<file path="src/rtl/pdp11_mem_arbiter_pkg.sv">
// Shared types and defaults for the PDP-11 flash port arbiter.
package pdp11_mem_arbiter_pkg;

    // Data grants a waiting fetch tolerates before it is forced through.
    localparam int unsigned DEFAULT_STARVE_LIMIT = 4;

    typedef enum logic [2:0] {
        IDLE,
        BYTE0,
        BYTE1,
        WAIT,
        ACK
    } arb_state_t;

    typedef enum logic {
        OWNER_FETCH,
        OWNER_DATA
    } arb_owner_t;

endpackage

</file>
<file path="src/rtl/pdp11_mem_arbiter.sv">
// Byte-wide flash port arbiter: instruction fetch vs. data access.
// Words are split into two big-endian byte cycles (addr, addr+1 mod 2^ADDR_WIDTH).
module pdp11_mem_arbiter
    import pdp11_mem_arbiter_pkg::*;
#(
    parameter int unsigned ADDR_WIDTH   = 16,
    parameter int unsigned STARVE_LIMIT = DEFAULT_STARVE_LIMIT
) (
    input  logic                  clock,
    input  logic                  reset_n,
    input  logic                  fetch_req,
    input  logic [ADDR_WIDTH-1:0] fetch_addr,
    output logic                  fetch_ack,
    output logic [15:0]           fetch_rdata,
    input  logic                  data_req,
    input  logic                  data_we,
    input  logic                  data_byte,
    input  logic [ADDR_WIDTH-1:0] data_addr,
    input  logic [15:0]           data_wdata,
    output logic                  data_ack,
    output logic [15:0]           data_rdata,
    output logic                  mem_en,
    output logic                  mem_we,
    output logic [ADDR_WIDTH-1:0] mem_addr,
    output logic [7:0]            mem_wdata,
    input  logic [7:0]            mem_rdata,
    output logic                  busy
);

    localparam int unsigned StarveW = (STARVE_LIMIT < 1) ? 1 : $clog2(STARVE_LIMIT + 1);
    localparam logic [StarveW-1:0] StarveMax = StarveW'(STARVE_LIMIT);

    arb_state_t            state_q;
    arb_owner_t            owner_q;
    logic [ADDR_WIDTH-1:0] addr_q;
    logic                  we_q;
    logic                  byte_q;
    logic [7:0]            wdata_lo_q;
    logic [7:0]            hi_q;
    logic [StarveW-1:0]    starve_q, starve_d;
    logic                  fetch_ack_q, data_ack_q;
    logic [15:0]           fetch_rdata_q, data_rdata_q;
    logic                  mem_en_q, mem_we_q;
    logic [ADDR_WIDTH-1:0] mem_addr_q;
    logic [7:0]            mem_wdata_q;
    logic                  busy_q;

    logic                  grant_fetch, grant_data;
    logic [ADDR_WIDTH-1:0] grant_addr;
    logic                  grant_we, grant_byte;
    logic [15:0]           grant_wdata;

    // Arbitration: data wins unless fetch has waited out the starvation limit.
    always_comb begin
        grant_fetch = fetch_req && (!data_req || (starve_q == StarveMax));
        grant_data  = data_req && !grant_fetch;
        starve_d    = starve_q;
        if (!fetch_req || grant_fetch) begin
            starve_d = '0;
        end else if (grant_data && (starve_q != StarveMax)) begin
            starve_d = starve_q + StarveW'(1);
        end
        grant_addr  = grant_fetch ? fetch_addr : data_addr;
        grant_we    = grant_data && data_we;
        grant_byte  = grant_data && data_byte;
        grant_wdata = grant_data ? data_wdata : 16'h0000;
    end

    // Transaction FSM; every output is a register set on entry to the state using it.
    always_ff @(posedge clock or negedge reset_n) begin
        if (!reset_n) begin
            state_q       <= IDLE;
            owner_q       <= OWNER_FETCH;
            addr_q        <= '0;
            we_q          <= 1'b0;
            byte_q        <= 1'b0;
            wdata_lo_q    <= '0;
            hi_q          <= '0;
            starve_q      <= '0;
            fetch_ack_q   <= 1'b0;
            data_ack_q    <= 1'b0;
            fetch_rdata_q <= '0;
            data_rdata_q  <= '0;
            mem_en_q      <= 1'b0;
            mem_we_q      <= 1'b0;
            mem_addr_q    <= '0;
            mem_wdata_q   <= '0;
            busy_q        <= 1'b0;
        end else begin
            fetch_ack_q <= 1'b0;
            data_ack_q  <= 1'b0;
            mem_en_q    <= 1'b0;
            mem_we_q    <= 1'b0;
            case (state_q)
                IDLE: begin
                    starve_q <= starve_d;
                    if (grant_fetch || grant_data) begin
                        state_q     <= BYTE0;
                        owner_q     <= grant_fetch ? OWNER_FETCH : OWNER_DATA;
                        addr_q      <= grant_addr;
                        we_q        <= grant_we;
                        byte_q      <= grant_byte;
                        wdata_lo_q  <= grant_wdata[7:0];
                        busy_q      <= 1'b1;
                        mem_en_q    <= 1'b1;
                        mem_we_q    <= grant_we;
                        mem_addr_q  <= grant_addr;
                        mem_wdata_q <= grant_byte ? grant_wdata[7:0] : grant_wdata[15:8];
                    end
                end
                BYTE0: begin
                    if (!byte_q) begin
                        state_q     <= BYTE1;
                        mem_en_q    <= 1'b1;
                        mem_we_q    <= we_q;
                        mem_addr_q  <= addr_q + ADDR_WIDTH'(1);
                        mem_wdata_q <= wdata_lo_q;
                    end else if (we_q) begin
                        state_q     <= ACK;
                        fetch_ack_q <= (owner_q == OWNER_FETCH);
                        data_ack_q  <= (owner_q == OWNER_DATA);
                    end else begin
                        state_q <= WAIT;
                    end
                end
                BYTE1: begin
                    // High byte from the BYTE0 read lands this cycle.
                    if (we_q) begin
                        state_q     <= ACK;
                        fetch_ack_q <= (owner_q == OWNER_FETCH);
                        data_ack_q  <= (owner_q == OWNER_DATA);
                    end else begin
                        hi_q    <= mem_rdata;
                        state_q <= WAIT;
                    end
                end
                WAIT: begin
                    state_q <= ACK;
                    if (owner_q == OWNER_FETCH) begin
                        fetch_rdata_q <= byte_q ? {8'h00, mem_rdata} : {hi_q, mem_rdata};
                        fetch_ack_q   <= 1'b1;
                    end else begin
                        data_rdata_q <= byte_q ? {8'h00, mem_rdata} : {hi_q, mem_rdata};
                        data_ack_q   <= 1'b1;
                    end
                end
                ACK: begin
                    state_q <= IDLE;
                    busy_q  <= 1'b0;
                end
                default: begin
                    state_q <= IDLE;
                    busy_q  <= 1'b0;
                end
            endcase
        end
    end

    assign fetch_ack   = fetch_ack_q;
    assign fetch_rdata = fetch_rdata_q;
    assign data_ack    = data_ack_q;
    assign data_rdata  = data_rdata_q;
    assign mem_en      = mem_en_q;
    assign mem_we      = mem_we_q;
    assign mem_addr    = mem_addr_q;
    assign mem_wdata   = mem_wdata_q;
    assign busy        = busy_q;

endmodule

</file>
<file path="config.mk">
export PLATFORM = sky130hd
export DESIGN_NAME = pdp11_mem_arbiter
export DESIGN_NICKNAME = d
export VERILOG_FILES = /design/src/rtl/pdp11_mem_arbiter_pkg.sv /design/src/rtl/pdp11_mem_arbiter.sv
export SDC_FILE = /design/constraint.sdc
export NUM_CORES = 1
export LEC_CHECK = 0
export BUFFER_PORTS_ARGS = -buffer_cell sky130_fd_sc_hd__buf_2
export CORE_MARGIN = 3
export CORE_UTILIZATION = 35
export CTS_CLUSTER_DIAMETER = 60
export DETAILED_ROUTE_END_ITERATION = 16
export GPL_TIMING_DRIVEN = 0
export MAX_ROUTING_LAYER = met4
export PLACE_DENSITY = 0.53
export SKIP_CTS_REPAIR_TIMING = 1
export SYNTH_ARGS = -nofsm -noshare
export SYNTH_HDL_FRONTEND = slang
export SYNTH_SLANG_ARGS = --single-unit
</file>
<file path="constraint.sdc">
create_clock -name clock -period 2.28 [get_ports clock]
set_input_delay 0.114 -clock clock [delete_from_list [all_inputs] [get_ports clock]]
set_output_delay 0.114 -clock clock [all_outputs]
set_load 0.01 [all_outputs]
</file>
==> results.json <==
{
  "number_of_instances_in_the_synthesized_netlist": 447,
  "detail_route.drc_violations": 0,
  "area.sequential_um2": 2550,
  "wire_length_of_the_first_global_routing_pass_um": 21200,
  "cp_top_family": "compound AO/OA/AOI/OAI gates",
  "regToRegStartpoint": "starve_q[0]$_DFFE_PN0P_",
  "core_region_area_um2": 12900,
  "mostFrequentLayoutCell": "sky130_fd_sc_hd__buf_2",
  "flow.area_growth_from_synthesis_pct": 24.4,
  "period_share_pct": 90.2,
  "synth_area_leaders": "sky130_fd_sc_hd__dfrtp_1 54%, sky130_fd_sc_hd__o21ai_0 5.7%, sky130_fd_sc_hd__mux2_2 5.7%",
  "power_switching_share_pct": 39.5,
  "floorplan.die.height_um": 122,
  "place_congestion": 0.812,
  "timing.hold.worst.class": "in2reg",
  "synth_largest_area_cell": "sky130_fd_sc_hd__dfrtp_1",
  "fin_nets": 647,
  "tritoncts_num_sinks": 102,
  "capturing_point_of_the_worst_reg2reg_path": "mem_addr[14]$_DFFE_PN0P_",
  "totalWireLength_um": 13500,
  "worst-setup-path-type": "reg2reg",
  "outcome": "finished clean",
  "ys_seq_elements": 102,
  "routedLengthMet1_um": 6200,
  "worst_r2r_path_depth": 7,
  "timing.final.hold_violations": 0,
  "finalWorstSetupSlack_ps": 225,
  "floorplan.rows": 41,
  "cp_slowest_cell": "sky130_fd_sc_hd__clkbuf_1",
  "finish.instance_area_um2": 5850,
  "wl_per_cell_um": 17.7,
  "yosysWarnings": 0,
  "layout_common_cells": "134 x sky130_fd_sc_hd__buf_2, 102 x sky130_fd_sc_hd__dfrtp_1, 54 x sky130_fd_sc_hd__o21ai_0, 53 x sky130_fd_sc_hd__nand2_1, 24 x sky130_fd_sc_hd__mux2_2",
  "die-width_um": 122,
  "startpoint_type": "register",
  "critPathArrivalTime_ps": 2340,
  "hold-path-cell-count": 2,
  "worstPathRequired_ps": 2560,
  "grt_setup_unrepaired": "false",
  "antenna_found_initial": 1,
  "netlist-cell-type-count": 49,
  "timing.critical_path.cells": "inv_1 -> ha_1 -> a21bo_2 -> clkbuf_1 -> nand3_1 -> a31oi_1 -> a32o_1",
  "pwr-share-clk_pct": 18.0,
  "max_freq_mhz": 487,
  "intPower_w": 0.00495,
  "cp-end-kind": "register",
  "synth_edf_count": 0,
  "route.vias.total": 3967,
  "synth.net_count": 512,
  "grt.total_usage_pct": 19.2,
  "multiInputGateArea_um2": 1980,
  "clock_latency_ps": 350,
  "actual_transition_at_the_worst_max_transition_pin_ps": 726,
  "finalMaxSlewViolations": 0,
  "drive_above_1_share_pct": 30.7,
  "timing.max_cap.violations": 0,
  "p_comb_share_pct": 43.0,
  "grt_pass1_vias": 3968,
  "wl_met3_um": 671,
  "seq_area_frac_synth_pct": 54.3,
  "path_max_fanout": 10,
  "avgSynthCellArea_um2": 10.5,
  "ir_worst_vdd_v": 0.000453,
  "viasPerCell": 5.23,
  "start_util_pct": 36.5,
  "total_power_consumption_w": 0.00818,
  "p_seq_share_pct": 39.0,
  "synth_async_sr_flop_share_pct": 100,
  "finalSetupViolCount": 0,
  "pin_count_of_the_biggest_net_entering_global_routing": 54,
  "postPlaceCellArea_um2": 5560,
  "dr.pass1.iters": 4,
  "cts_tree": "built",
  "slew-limit-headroom_pct": 51.5,
  "netlist.area_leader.share_pct": 54.3,
  "cts_inserted_buffers": 9,
  "synth_top_flop_cell": "sky130_fd_sc_hd__dfrtp_1",
  "critical_path.max_stage_delay_ps": 470,
  "port_buffers": 121,
  "top_signal_layer_used": "met4",
  "min_to": "wdata_lo_q[2]$_DFFE_PN0P_",
  "root_buffer_cell": "sky130_fd_sc_hd__clkbuf_16",
  "net_load_switching_power_w": 0.00323,
  "postRouteAntennaNets": 0,
  "final_hold_slack_ps": 22.2,
  "route.met2.wl_um": 6310,
  "timing.critical_path.buf_inv": 2,
  "final.setup_skew_ps": 9.89,
  "maximum_buffer_depth_of_the_clock_tree": 2,
  "pin_count": 123,
  "htreeDepth": 3,
  "worst-r2r-setup-slack_ps": 220,
  "netlist_area_um2": 4700,
  "detailed_place_hpwl_um": 9740,
  "pwr_density_nw_per_um2": 1400,
  "first_iter_violations": 360,
  "min-delay-start": "data_wdata[2]",
  "post-route-min-period_ps": 2060,
  "nFillCells": 1263,
  "power.leakage_nw": 2.77,
  "fp.dieArea_um2": 14900,
  "grt.overflow.total": 0,
  "clk_transition_reported_paths_ps": 70,
  "dp_slack_ps": 258
}
==> cells by family (layout without fill, tap and decap cells) <==
family | count (synthesis) | after routing | share of synthesized area [%]
buffers and inverters | 38 | 177 | 3.56
muxes | 35 | 35 | 8.09
xor gates and xnor gates | 7 | 7 | 1.30
adders and majority gates | 3 | 3 | 0.798
DFF | 102 | 102 | 54.3
and+or+nand+nor | 136 | 136 | 14.4
other | 0 | 1 | 0
AOI/OAI and AO/OA | 126 | 126 | 17.6
==> metal layers <==
metal  vias up  global-route usage, %
met3        22                   2.97
li1       1896                      -
met4         0                   7.77
met1      1945                   26.1
met2       104                   28.8
met5         -                      -
==> flip-flops by register name, summed over array words and instances (netlist names) <==
| register | flops |
|---|---|
| addr_q | 16 |
| data_rdata | 16 |
| fetch_rdata | 16 |
| mem_addr | 16 |
| hi_q | 8 |
| mem_wdata | 8 |
| wdata_lo_q | 8 |
| starve_q | 3 |
| state_q | 3 |
| busy | 1 |
| byte_q | 1 |
| data_ack | 1 |
| fetch_ack | 1 |
| mem_en | 1 |
| mem_we | 1 |
| owner_q | 1 |
| we_q | 1 |
==> area by class of cell <==
cell class | instances | share of cell area, %
inverter | 9 | 0.577
sequential | 102 | 43.6
timing repair buffer | 124 | 11.2
antenna | 1 | 0.0427
clock inverter | 2 | 0.278
multi-input combinational | 307 | 33.9
clock buffer | 13 | 4.45
buffer | 29 | 2.29
tap | 172 | 3.68
==> power groups by stage <==
stage                     Combinational [W]  Clock, W  Sequential [W]
after CTS                           0.00357   0.00152         0.00319
after detailed placement            0.00355         0         0.00323
after global routing                0.00393   0.00160         0.00330
final                               0.00352   0.00148         0.00319
after floorplan                     0.00202         0         0.00337
after global placement              0.00349         0         0.00320
==> worst max-delay path by stage <==
| stage | startpoint | endpoint | slack [ps] | depth (start not counted) |
|---|---|---|---|---|
| finish | starve_q[0]$_DFFE_PN0P_ | mem_addr[14]$_DFFE_PN0P_ | 220 | 7 |
| global route | starve_q[0]$_DFFE_PN0P_ | mem_addr[12]$_DFFE_PN0P_ | 60 | 6 |
| CTS | starve_q[0]$_DFFE_PN0P_ | mem_addr[14]$_DFFE_PN0P_ | 230 | 7 |
| detailed placement | starve_q[0]$_DFFE_PN0P_ | addr_q[4]$_DFFE_PN0P_ | 260 | 7 |
| global placement | reset_n | fetch_rdata[0]$_DFFE_PN0P_ | -80 | 1 |
| floorplan | starve_q[0]$_DFFE_PN0P_ | mem_addr[6]$_DFFE_PN0P_ | 650 | 7 |
==> per-stage QoR <==
step | cells | util [%] | TNS, ps
after CTS | 756 | 45.3 | 0
after global routing | 759 | 45.5 | 0
after floorplan | 447 | - | 0
final | 759 | 45.5 | 0
after detailed placement | 741 | 43.1 | 0
after global placement | 740 | 42.9 | -7550
==> Yosys cell counts, types with 4 or more instances <==
cell type and count:
sky130_fd_sc_hd__a21oi_1 12, sky130_fd_sc_hd__nor3_1 4, sky130_fd_sc_hd__mux2_2 24, sky130_fd_sc_hd__buf_2 14, sky130_fd_sc_hd__a32oi_1 8, sky130_fd_sc_hd__nand4_1 5
sky130_fd_sc_hd__nand2_1 53, sky130_fd_sc_hd__a21o_1 4, sky130_fd_sc_hd__o21ai_0 54, sky130_fd_sc_hd__a32o_1 4, sky130_fd_sc_hd__and3_1 6, sky130_fd_sc_hd__nor2_1 22
sky130_fd_sc_hd__nand2b_1 9, sky130_fd_sc_hd__mux2i_1 11, sky130_fd_sc_hd__a31oi_1 9, sky130_fd_sc_hd__dfrtp_1 102, sky130_fd_sc_hd__clkbuf_1 13, sky130_fd_sc_hd__a22o_1 13
sky130_fd_sc_hd__a211oi_1 5, sky130_fd_sc_hd__xnor2_1 4, sky130_fd_sc_hd__inv_1 9, sky130_fd_sc_hd__nand3_1 16
==> worst register-to-register path, delay by kind of cell (launching register included) <==
| family | cells | cell delay [ps] |
|---|---|---|
| AO/OA/AOI/OAI | 3 | 630 |
| adder cells (fa/ha/maj) | 1 | 190 |
| buffers and inverters | 2 | 540 |
| flip-flops | 1 | 410 |
| AND/OR/NAND/NOR | 1 | 220 |
(Power assumes the default switching activity.)
